**src/rtl/bsg_clk_div_ctrl_pkg.sv**
```systemverilog
// Shared types for the bsg_clk_div_ctrl divider: the configuration-port state encoding.
package bsg_clk_div_ctrl_pkg;

  typedef enum logic {
    RUN  = 1'b0,
    PEND = 1'b1
  } state_e;

endpackage

```
**src/rtl/bsg_clk_div_ctrl_ctr.sv**
```systemverilog
// Clearable up-counter that wraps to zero when it reaches a programmable terminal count.
module bsg_clk_div_ctrl_ctr #(
  parameter int ctr_width_p = 8
) (
  input  logic                   clk_i,
  input  logic                   reset_i,
  input  logic                   clear,
  input  logic [ctr_width_p-1:0] limit,
  output logic [ctr_width_p-1:0] cnt,
  output logic                   tc
);

  assign tc = (cnt == limit);

  // Wrapping on tc keeps cnt <= limit, so the width can never overflow.
  always_ff @(posedge clk_i or posedge reset_i) begin
    if (reset_i) begin
      cnt <= '0;
    end else if (clear || tc) begin
      cnt <= '0;
    end else begin
      cnt <= cnt + 1'b1;
    end
  end

endmodule

```
**src/rtl/bsg_clk_div_ctrl.sv**
```systemverilog
// Glitch-free programmable clock divider feeding bsg_clkbuf; period = 2*(div+1) clk_i cycles.
// Optional clock gating via en_i when BSG_CLK_DIV_CTRL_GATE_EN is defined.
module bsg_clk_div_ctrl
  import bsg_clk_div_ctrl_pkg::*;
#(
  parameter int ctr_width_p = 8,
  parameter int reset_div_p = 0
) (
  input  logic                   clk_i,
  input  logic                   reset_i,
`ifdef BSG_CLK_DIV_CTRL_GATE_EN
  input  logic                   en_i,
`endif
  input  logic                   v_i,
  input  logic [ctr_width_p-1:0] div_i,
  output logic                   ready_o,
  output logic [ctr_width_p-1:0] div_o,
  output logic                   clk_o,
  output logic                   tick_o
);

  logic [ctr_width_p-1:0] cnt_r;
  logic [ctr_width_p-1:0] div_r;
  logic [ctr_width_p-1:0] pend_r;
  state_e                 state_r;
  logic                   tc;
  logic                   run_en;
  logic                   ctr_clear;
  logic                   toggle;
  logic                   apply;

`ifdef BSG_CLK_DIV_CTRL_GATE_EN
  assign run_en = en_i;
`else
  assign run_en = 1'b1;
`endif

  // While gated, a high phase is allowed to finish; only the low phase is frozen at cnt=0.
  assign ctr_clear = ~run_en & ~clk_o;
  assign toggle    = tc & (clk_o | run_en);

  // New divisor lands on the falling boundary, or at once if the output is already parked low.
  assign apply = (state_r == PEND) & ((tc & clk_o) | ctr_clear);

  bsg_clk_div_ctrl_ctr #(
    .ctr_width_p(ctr_width_p)
  ) ctr (
    .clk_i  (clk_i),
    .reset_i(reset_i),
    .clear  (ctr_clear),
    .limit  (div_r),
    .cnt    (cnt_r),
    .tc     (tc)
  );

  always_ff @(posedge clk_i or posedge reset_i) begin
    if (reset_i) begin
      clk_o   <= 1'b0;
      div_r   <= ctr_width_p'(reset_div_p);
      pend_r  <= '0;
      state_r <= RUN;
    end else begin
      if (toggle) begin
        clk_o <= ~clk_o;
      end
      case (state_r)
        RUN: begin
          if (v_i) begin
            pend_r  <= div_i;
            state_r <= PEND;
          end
        end
        PEND: begin
          if (apply) begin
            div_r   <= pend_r;
            state_r <= RUN;
          end
        end
        default: state_r <= RUN;
      endcase
    end
  end

  assign ready_o = (state_r == RUN);
  assign div_o   = div_r;
  assign tick_o  = (cnt_r == div_r) & ~clk_o & run_en & ~reset_i;

endmodule

```
**config.mk**
```make
export PLATFORM = sky130hd
export DESIGN_NAME = bsg_clk_div_ctrl
export DESIGN_NICKNAME = d
export VERILOG_FILES = /design/src/rtl/bsg_clk_div_ctrl_pkg.sv /design/src/rtl/bsg_clk_div_ctrl_ctr.sv /design/src/rtl/bsg_clk_div_ctrl.sv
export SDC_FILE = /design/constraint.sdc
export NUM_CORES = 1
export LEC_CHECK = 0
export CORE_MARGIN = 2
export CORE_UTILIZATION = 38
export CTS_BUF_LIST = sky130_fd_sc_hd__clkbuf_4 sky130_fd_sc_hd__clkbuf_8 sky130_fd_sc_hd__clkbuf_16
export DETAILED_ROUTE_END_ITERATION = 6
export PLACE_DENSITY = 0.72
export SLEW_MARGIN = 10
export SYNTH_ARGS = -nofsm -noshare
export SYNTH_HDL_FRONTEND = slang
export SYNTH_SLANG_ARGS = --single-unit
```
**constraint.sdc**
```tcl
create_clock -name clk_i -period 2.6 [get_ports clk_i]
set_input_delay 0.52 -clock clk_i [delete_from_list [all_inputs] [get_ports clk_i]]
set_output_delay 0.52 -clock clk_i [all_outputs]
set_load 0.005 [all_outputs]
```
**After elaboration in Yosys (flattened, before gate mapping)**

Index checks and enable logic that the tools add are counted.

- Latch bits: 0
- Memories kept: 0
- Memory bits (read-only): 0
- Memory bits (writable): 0
- Bits in registers: 26

- Add/sub/neg operators: 1
- Bitwise logic cells: 7
- Equal/unequal tests: 1
- Shift operators: 0
- Order comparisons: 0
- Divide/modulo/power cells: 0
- Reductions and logical operators: 2
- Multiply operators: 0
- Muxes and demuxes: 4

Operators with widths:

| kind | count |
|---|---|
| adder 8 x 1 -> 8 bit (second input constant) | 1 |
| == test 8 bit | 1 |
| 2-to-1 mux 8 bit | 1 |
| AND 1 bit | 4 |
| AND reduction 2 bit | 2 |
| NOT 1 bit | 3 |
| 2-to-1 mux 1 bit | 2 |
| one-hot mux 1 bit (2 select lines) | 1 |

**Logic depth before layout (Yosys ltp)**

Gate-level depths: netlist (run 1).

- Depth after elaboration: 5
- Gate-level depth with buffers: 4
- Mapped depth without buffers: 4

**By module**

From an unflattened synthesis (run 1), not the netlist that was laid out.

- Cells, all modules: 101
- Area, all modules: 1,288.7 um^2

By module, submodules not included:

| module | seq. area each (um^2) | cells an instance | instances | area an instance (um^2) |
|---|---|---|---|---|
| bsg_clk_div_ctrl | 450.4 | 54 | 1 | 777.0 |
| bsg_clk_div_ctrl_ctr | 200.2 | 47 | 1 | 511.7 |

**Worst setup path after synthesis (run 1)**

Ideal clock, no wire load.

- Path kind: reg2reg
- Start: register ctr.cnt[0]
- End: register div_r[0], in the netlist div_o[0]
- Buffers on the path: 0
- Library setup time: 0.125 ns
- Required time: 2.475 ns
- Arrival: 1.493 ns
- Path slack: 0.982 ns
- Cell stages (with the launch flop): 5
- Clock period less this slack: 1.618 ns
- Cells stage by stage: dfrtp_1 -> xnor2_1 -> nand4_2 -> nor3_4 -> mux2_2

- Cells in the longest elaborated chain, start to end: 4

Ends and longest elaborated chain:

| element | RTL line | source |
|---|---|---|
| from (decl) | bsg_clk_div_ctrl_ctr.sv:9 | `output logic [ctr_width_p-1:0] cnt,` |
| from (signal assigned) | bsg_clk_div_ctrl_ctr.sv:22 | `cnt <= cnt + 1'b1;` |
| == test 8 bit | bsg_clk_div_ctrl_ctr.sv:13 | `assign tc = (cnt == limit);` |
| AND 1 bit (2 in series) | bsg_clk_div_ctrl.sv:43 | `assign apply = (state_r == PEND) & ((tc & clk_o) \| ctr_clear);` |
| AND reduction 2 bit (no source line) | - |  |
| to (signal assigned) | bsg_clk_div_ctrl.sv:59 | `div_r <= ctr_width_p'(reset_div_p);` |
| to (signal assigned) | bsg_clk_div_ctrl.sv:75 | `div_r <= pend_r;` |
| to (decl) | bsg_clk_div_ctrl.sv:23 | `logic [ctr_width_p-1:0] div_r;` |

Every way passes these cells.
A chain may end at the register's enable or synchronous reset.

**Final worst setup path (run 1)**

- Start: register div_r[6], in the netlist div_o[6]
- End: output port tick_o

- Cells in the longest elaborated chain, start to end: 3

Ends and longest elaborated chain:

| element | RTL line | source |
|---|---|---|
| == test 8 bit | bsg_clk_div_ctrl.sv:86 | `assign tick_o = (cnt_r == div_r) & ~clk_o & run_en & ~reset_i;` |
| AND 1 bit (2 in series) | bsg_clk_div_ctrl.sv:86 |  |
| to (decl) | bsg_clk_div_ctrl.sv:19 | `output logic tick_o` |

Every way passes these cells.

==> results of run 1 <==
==> cell type report <==
type,count,area (um2)
fill,246,1340
multi-input combinational,56,467
timing repair buffer,23,225
tap,31,38.8
clock buffer,3,22.5
inverter,2,7.51
clock inverter,1,30.0
sequential,26,651
==> synthesized netlist by cell type, drive strengths merged <==
cell	n
xnor2	9
ha	1
nand3	5
xor2	6
and3	2
nand2	1
nor3	1
nor4	1
nor2	10
inv	2
mux2	16
nand4	2
clkbuf	1
dfrtp	26
nor2b	2
==> final timing paths <==
kind	startpoint	end	slack, ns	cells after the start
max	div_o[6]	tick_o	0.13	4
min	reset_i	clk_o	0.50	2
max reg2reg	ctr.cnt[0]	div_o[5]	0.78	4
min reg2reg	pend_r[5]	pend_r[5]	0.52	1
max in group asynchronous	reset_i	pend_r[5]	1.55	3
min in group clk_i	pend_r[5]	pend_r[5]	0.52	1
==> worst max-delay path, cell delays in order, from the launching register on <==
cell and delay, ns:
dfrtp_1 0.43, xnor2_1 0.21, nand4_2 0.19, nor4_1 0.26, clkdlybuf4s50_1 0.54
==> power groups by stage <==
| stage | Clock, W | Sequential, W | Combinational, W |
|---|---|---|---|
| 3_5_place_dp | 0 | 0.000763 | 0.000573 |
| 4_1_cts | 0.000277 | 0.000753 | 0.000577 |
| 6_report | 0.000269 | 0.000750 | 0.000566 |
| 5_1_grt | 0.000292 | 0.000782 | 0.000631 |
| 2_1_floorplan | 0 | 0.000727 | 0.000381 |
| 3_3_place_gp | 0 | 0.000756 | 0.000559 |
==> state kept, by name, indices dropped and copies added (netlist names) <==
name and cells:
clk_o 1, ctr.cnt 8, div_o 8, pend_r 8, state_r 1
==> logic make-up (layout without fill, tap and decap cells) <==
family,Yosys count,in the layout,synth area share [%]
flip-flops,26,26,57.6
AND/OR/NAND/NOR,24,24,12.6
multiplexers,16,16,16.0
XOR/XNOR,15,15,11.6
buffers and inverters,3,29,0.998
adder cells (fa/ha/maj),1,1,1.11
==> per-stage QoR <==
| step | power, W | instances | instance area [um2] | hold WS [ns] |
|---|---|---|---|---|
| finish | 0.00158 | 142 | 1440 | 0.497 |
| global route | 0.00171 | 142 | 1440 | 0.523 |
| CTS | 0.00161 | 142 | 1440 | 0.507 |
| detailed placement | 0.00134 | 138 | 1390 | 0.492 |
| global placement | 0.00131 | 138 | 1390 | 0.483 |
| floorplan | 0.00111 | 85 | 1130 | 0.475 |
==> layer usage <==
| metal | up-vias | GRT usage, % |
|---|---|---|
| li1 | 339 | - |
| met1 | 332 | 17.1 |
| met2 | 17 | 20.1 |
| met3 | 2 | 2.64 |
| met4 | 0 | 4.98 |
| met5 | - | 0 |
==> impl_summary.txt, run 1 <==
----------------------------------------------------
[Timing]
  Actual slew at the worst max-slew pin ... 0.463 ns
  Final period utilization ... 95.1%
  Post-Route Setup TNS ... 0 ns
  Layout Skew ... 0.0125 ns
  Final max-slew violation count ... 0
  Unrepaired setup endpoints after global routing ... no
  Final hold vios ... 0
  Minimum setup slack in the final design ... 0.128 ns
  Final period demand of the worst path ... 2.47 ns
  FMAX ... 404 MHz
  Setup violation total in the final timing report ... 0
  Relative slew slack ... 69.0%

[Global routing]
  All-layer global routing usage ... 12.7%
  Leftover overflow at the end of global routing ... 0
  Wire length of the first global-routing pass ... 3310 um
  Pin count of the biggest net entering global routing ... 18
  Number of antenna violations at the first check in global routing ... 0
  Number of global-route vias before repair ... 751

[Flow run]
  Max capacitance violation total ... 0

[Floorplan]
  Num ports ... 22
  FP Rows ... 19
  Overall die area ... 3420 um2
  Chip height ... 58.5 um
  Initial Utilization ... 40.6%
  Placeable Area ... 2780 um2
  Die width ... 58.5 um

[Final layout]
  Core utilization of the finished layout ... 51.8%
  Synth-to-layout area growth ... 27.7%
  Commonest non-fill, non-tap cell in the layout ... dfrtp_1
  Antenna diode count ... 0
  Fraction of final layout cells with drive strength greater than 1 ... 24.3%
  Commonest cells after routing, fill and taps aside ... dfrtp_1, clkdlybuf4s50_1, mux2_2
  Final net count ... 124

[Worst setup path]
  Nature of the critical path endpoint ... primary output
  WP data arrival ... 1.95 ns
  Start-to-end type of the worst setup path ... reg -> out
  Data required, critical path ... 2.08 ns
  CP startpoint kind ... flip-flop
  CP max FO ... 3

[Drt]
  Total met2 wirelength after detailed routing ... 888 um
  Via/cell ratio ... 4.86
  First-pass iteration count of the detailed router ... 4
  Final routed wire length divided by cell count ... 12.8 um
  DRC errors left ... 0
  Uppermost routed layer ... met4
  Met1 Routed Length ... 822 um
  Total number of vias ... 690
  Remaining antenna violation count after routing ... 0
  WL final ... 1810 um
  1st-iter DRT viols ... 16
  Met3 WL ... 88 um

[Logic synthesis]
  Top cell type's share of synthesized area ... 57.6%
  Fraction of the yosys area taken by sequential cells ... 57.6%
  Number of distinct library cells after synthesis ... 17
  Top area cells in the synthesized netlist ... dfrtp_1, mux2_2, xnor2_1, xor2_1, nor2_1
  Cell count after synthesis ... 85
  Number of warning messages in the yosys log ... 0
  Area of the mapped netlist ... 1130 um2
  Post-Syn Nets ... 97
  Library cell occupying the most area in the post-synthesis netlist ... dfrtp_1
  Synthesized area per cell ... 13.3 um2
  Register bit total from synthesis ... 26

[Clocking]
  CTS tree ... done
  Maximum count of clock buffers along a single path ... 2
  Clock transition at path regs ... 0.14 ns
  CTS Root Buffer Type ... clkbuf_4
  Hold Buf Count CTS ... 0
  Sink Count ... 26
  CTS Buf Count ... 3
  Cts repair resizes ... 0
  Clock latency at the later pin of the worst-skew pair ... 0.32 ns
  CTS HTree Levels ... 1
  Post-CTS Setup Inserts ... 0

[Power and ir drop]
  Power Dens Cells ... 1100 nW/um2
  Int Pwr ... 0.00110 W
  Sw Pwr ... 0.000488 W
  Net switching fraction of the power ... 30.8%
  Clk network pwr share ... 17.0%
  Max rail drop VDD ... 0.570 mV
  Portion of total power attributed to sequential cells ... 47.3%
  Static leakage ... 0.623 nW
  Combinational share of power ... 35.7%

[Place]
  GP Congestion ... 0.739
  Count of buffers inserted at the top-level ports ... 21
  HPWL Detailed ... 1390 um
  Worst slack at placement ... 0.312 ns

[Run status]
  Status ... finished clean

[Min path]
  Path class of the lowest-slack min-delay path ... in -> async

----------------------------------------------------
Note: power is estimated with default switching activity, not from simulation.
==> inputs of run 2 (changes only) <==
--- a/config.mk
+++ b/config.mk
@@ -10,6 +10,7 @@
 export CTS_BUF_LIST = sky130_fd_sc_hd__clkbuf_4 sky130_fd_sc_hd__clkbuf_8 sky130_fd_sc_hd__clkbuf_16
 export DETAILED_ROUTE_END_ITERATION = 6
 export PLACE_DENSITY = 0.72
+export REMOVE_ABC_BUFFERS = 1
 export SLEW_MARGIN = 10
 export SYNTH_ARGS = -nofsm -noshare
 export SYNTH_HDL_FRONTEND = slang
==> impl_summary.txt, run 2 (synthesis gave the netlist of run 1 again) <==
----------------------------------------------------
[Drt]
  Met1 Routed Length ... 857 um (+4.3%)
  Uppermost routed layer ... met3
  1st-iter DRT viols ... 11 (-5)
  First-pass iteration count of the detailed router ... 4 (unchanged)
  Total number of vias ... 728 (+5.5%)
  Via/cell ratio ... 5.02 (+3.3%)
  WL final ... 1930 um (+6.4%)
  Total met2 wirelength after detailed routing ... 965 um (+8.7%)
  Remaining antenna violation count after routing ... 0 (unchanged)
  Final routed wire length divided by cell count ... 13.3 um (+4.2%)
  DRC errors left ... 0 (unchanged)
  Met3 WL ... 104 um (+18%)

[Worst setup path]
  Start-to-end type of the worst setup path ... reg -> out
  WP data arrival ... 1.93 ns (-0.02 ns)
  Cell depth of the worst flop-to-flop path ... 5 (+1)
  Data required, critical path ... 2.08 ns (about the same)
  CP startpoint kind ... flip-flop
  Flop2flop setup slack ... 0.64 ns (-0.14 ns)
  Nature of the critical path endpoint ... primary output
  CP max FO ... 4 (+1)

[Final layout]
  Commonest non-fill, non-tap cell in the layout ... dfrtp_1
  Fraction of final layout cells with drive strength greater than 1 ... 28.1% (+3.7 points)
  Core utilization of the finished layout ... 53.1% (+1.3 points)
  Final net count ... 127 (+2.4%)
  Synth-to-layout area growth ... 30.9%
  # fillers ... 256 (+4.1%)
  Commonest cells after routing, fill and taps aside ... dfrtp_1, clkdlybuf4s50_1, mux2_2
  Antenna diode count ... 0 (unchanged)

[Global routing]
  Number of antenna violations at the first check in global routing ... 0 (unchanged)
  Pin count of the biggest net entering global routing ... 27 (+9)
  Number of global-route vias before repair ... 778 (+3.6%)
  All-layer global routing usage ... 13.1% (+0.37 points)
  Leftover overflow at the end of global routing ... 0 (unchanged)
  Wire length of the first global-routing pass ... 3370 um (+2.1%)

[Timing]
  Minimum setup slack in the final design ... 0.148 ns (+0.0199 ns)
  Layout Skew ... 0.00831 ns (-0.00418 ns)
  Final period demand of the worst path ... 2.45 ns (-0.0199 ns)
  Worst hold slack ... 0.519 ns (+0.0216 ns)
  Final max-slew violation count ... 0 (unchanged)
  Setup violation total in the final timing report ... 0 (unchanged)
  FMAX ... 408 MHz (+0.81%)
  Actual slew at the worst max-slew pin ... 0.474 ns (+0.0104 ns)
  Final hold vios ... 0 (unchanged)
  Post-Route Setup TNS ... 0 ns (unchanged)
  Final period utilization ... 94.3% (-0.77 points)
  Unrepaired setup endpoints after global routing ... no
  Relative slew slack ... 68.3% (-0.69 points)

[Place]
  GP Congestion ... 0.791 (+7.1%)
  HPWL Detailed ... 1380 um (-1.0%)
  Count of buffers inserted at the top-level ports ... 21 (unchanged)
  Worst slack at placement ... 0.321 ns (+0.00925 ns)

[Power and ir drop]
  Combinational share of power ... 37.6% (+1.9 points)
  Clk network pwr share ... 16.5% (-0.5 points)
  Net switching fraction of the power ... 31.2% (+0.36 points)
  Max rail drop VDD ... 0.756 mV (+33%)
  Sw Pwr ... 0.000513 W (+5.0%)
  Portion of total power attributed to sequential cells ... 45.9% (-1.4 points)
  Int Pwr ... 0.00113 W (+3.3%)
  Power Dens Cells ... 1110 nW/um2 (+1.3%)
  Static leakage ... 0.640 nW (+2.6%)

[Clocking]
  CTS Root Buffer Type ... clkbuf_4
  Sink Count ... 26 (unchanged)
  Maximum count of clock buffers along a single path ... 2 (unchanged)
  CTS Buf Count ... 3 (unchanged)
  Clock transition at path regs ... 0.14 ns (about the same)
  CTS HTree Levels ... 1 (unchanged)
  CTS tree ... done
  Clock latency at the later pin of the worst-skew pair ... 0.32 ns (about the same)

[Run status]
  Status ... finished clean

[Floorplan]
  Num ports ... 22 (unchanged)
  Die width ... 58.5 um (unchanged)
  FP Rows ... 19 (unchanged)
  Placeable Area ... 2780 um2 (unchanged)
  Overall die area ... 3420 um2 (unchanged)
  Chip height ... 58.5 um (unchanged)
  Initial Utilization ... 40.6% (unchanged)

[Min path]
  Worst hold path cell count ... 1
  Path class of the lowest-slack min-delay path ... reg -> reg

[Flow run]
  Max capacitance violation total ... 0 (unchanged)

----------------------------------------------------
[run 2: through the flow]
stage	power, W	cell area, um2	cells
after global placement	0.00131	1390	138
after detailed placement	0.00134	1390	138
after global routing	0.00177	1480	145
after CTS	0.00161	1440	142
final	0.00164	1480	145
after floorplan	0.00111	1120	84
[run 2: layer usage]
layer	vias up	global-route usage, %
li1	347	-
met1	361	15.8
met5	-	0
met4	0	1.99
met3	0	4.62
met2	20	22.8
[run 2: critical path: stages (launching register included)]
cell             delay (ns)
dfrtp_1                0.46
xnor2_1                0.21
nand4_2                0.19
nor4_2                 0.23
clkdlybuf4s50_1        0.53
[run 2: area by class of cell]
cell class / count / area [um2] / share of cell area [%]
clock inverters: 1 / 30.0 / 2.03
repair buffers: 26 / 248 / 16.8
clock buffers: 3 / 22.5 / 1.52
flip-flops and latches: 26 / 651 / 44.0
multi-input cells: 56 / 480 / 32.5
inverters: 2 / 7.51 / 0.508
well taps: 31 / 38.8 / 2.62
[run 2: worst paths after layout]
path / start / to
max in group asynchronous: reset_i / div_o[4]
hold reg to reg: pend_r[2] / pend_r[2]
hold / removal: pend_r[2] / pend_r[2]
setup reg to reg: ctr.cnt[0] / div_o[3]
setup / recovery: ctr.cnt[3] / tick_o
min in group asynchronous: reset_i / ctr.cnt[5]
[run 2: timing repair]
item,in CTS,in global routing
endpoints found under the setup margin,0,1
hold buffers,0,0
resized for setup,0,2
buffers inserted,0,3
[run 2: power groups by stage]
stage	combinational, W	clock (W)	sequential [W]
floorplan	0.000380	0	0.000727
global route	0.000682	0.000299	0.000790
CTS	0.000576	0.000281	0.000753
finish	0.000618	0.000272	0.000755
global placement	0.000559	0	0.000753
detailed placement	0.000572	0	0.000763
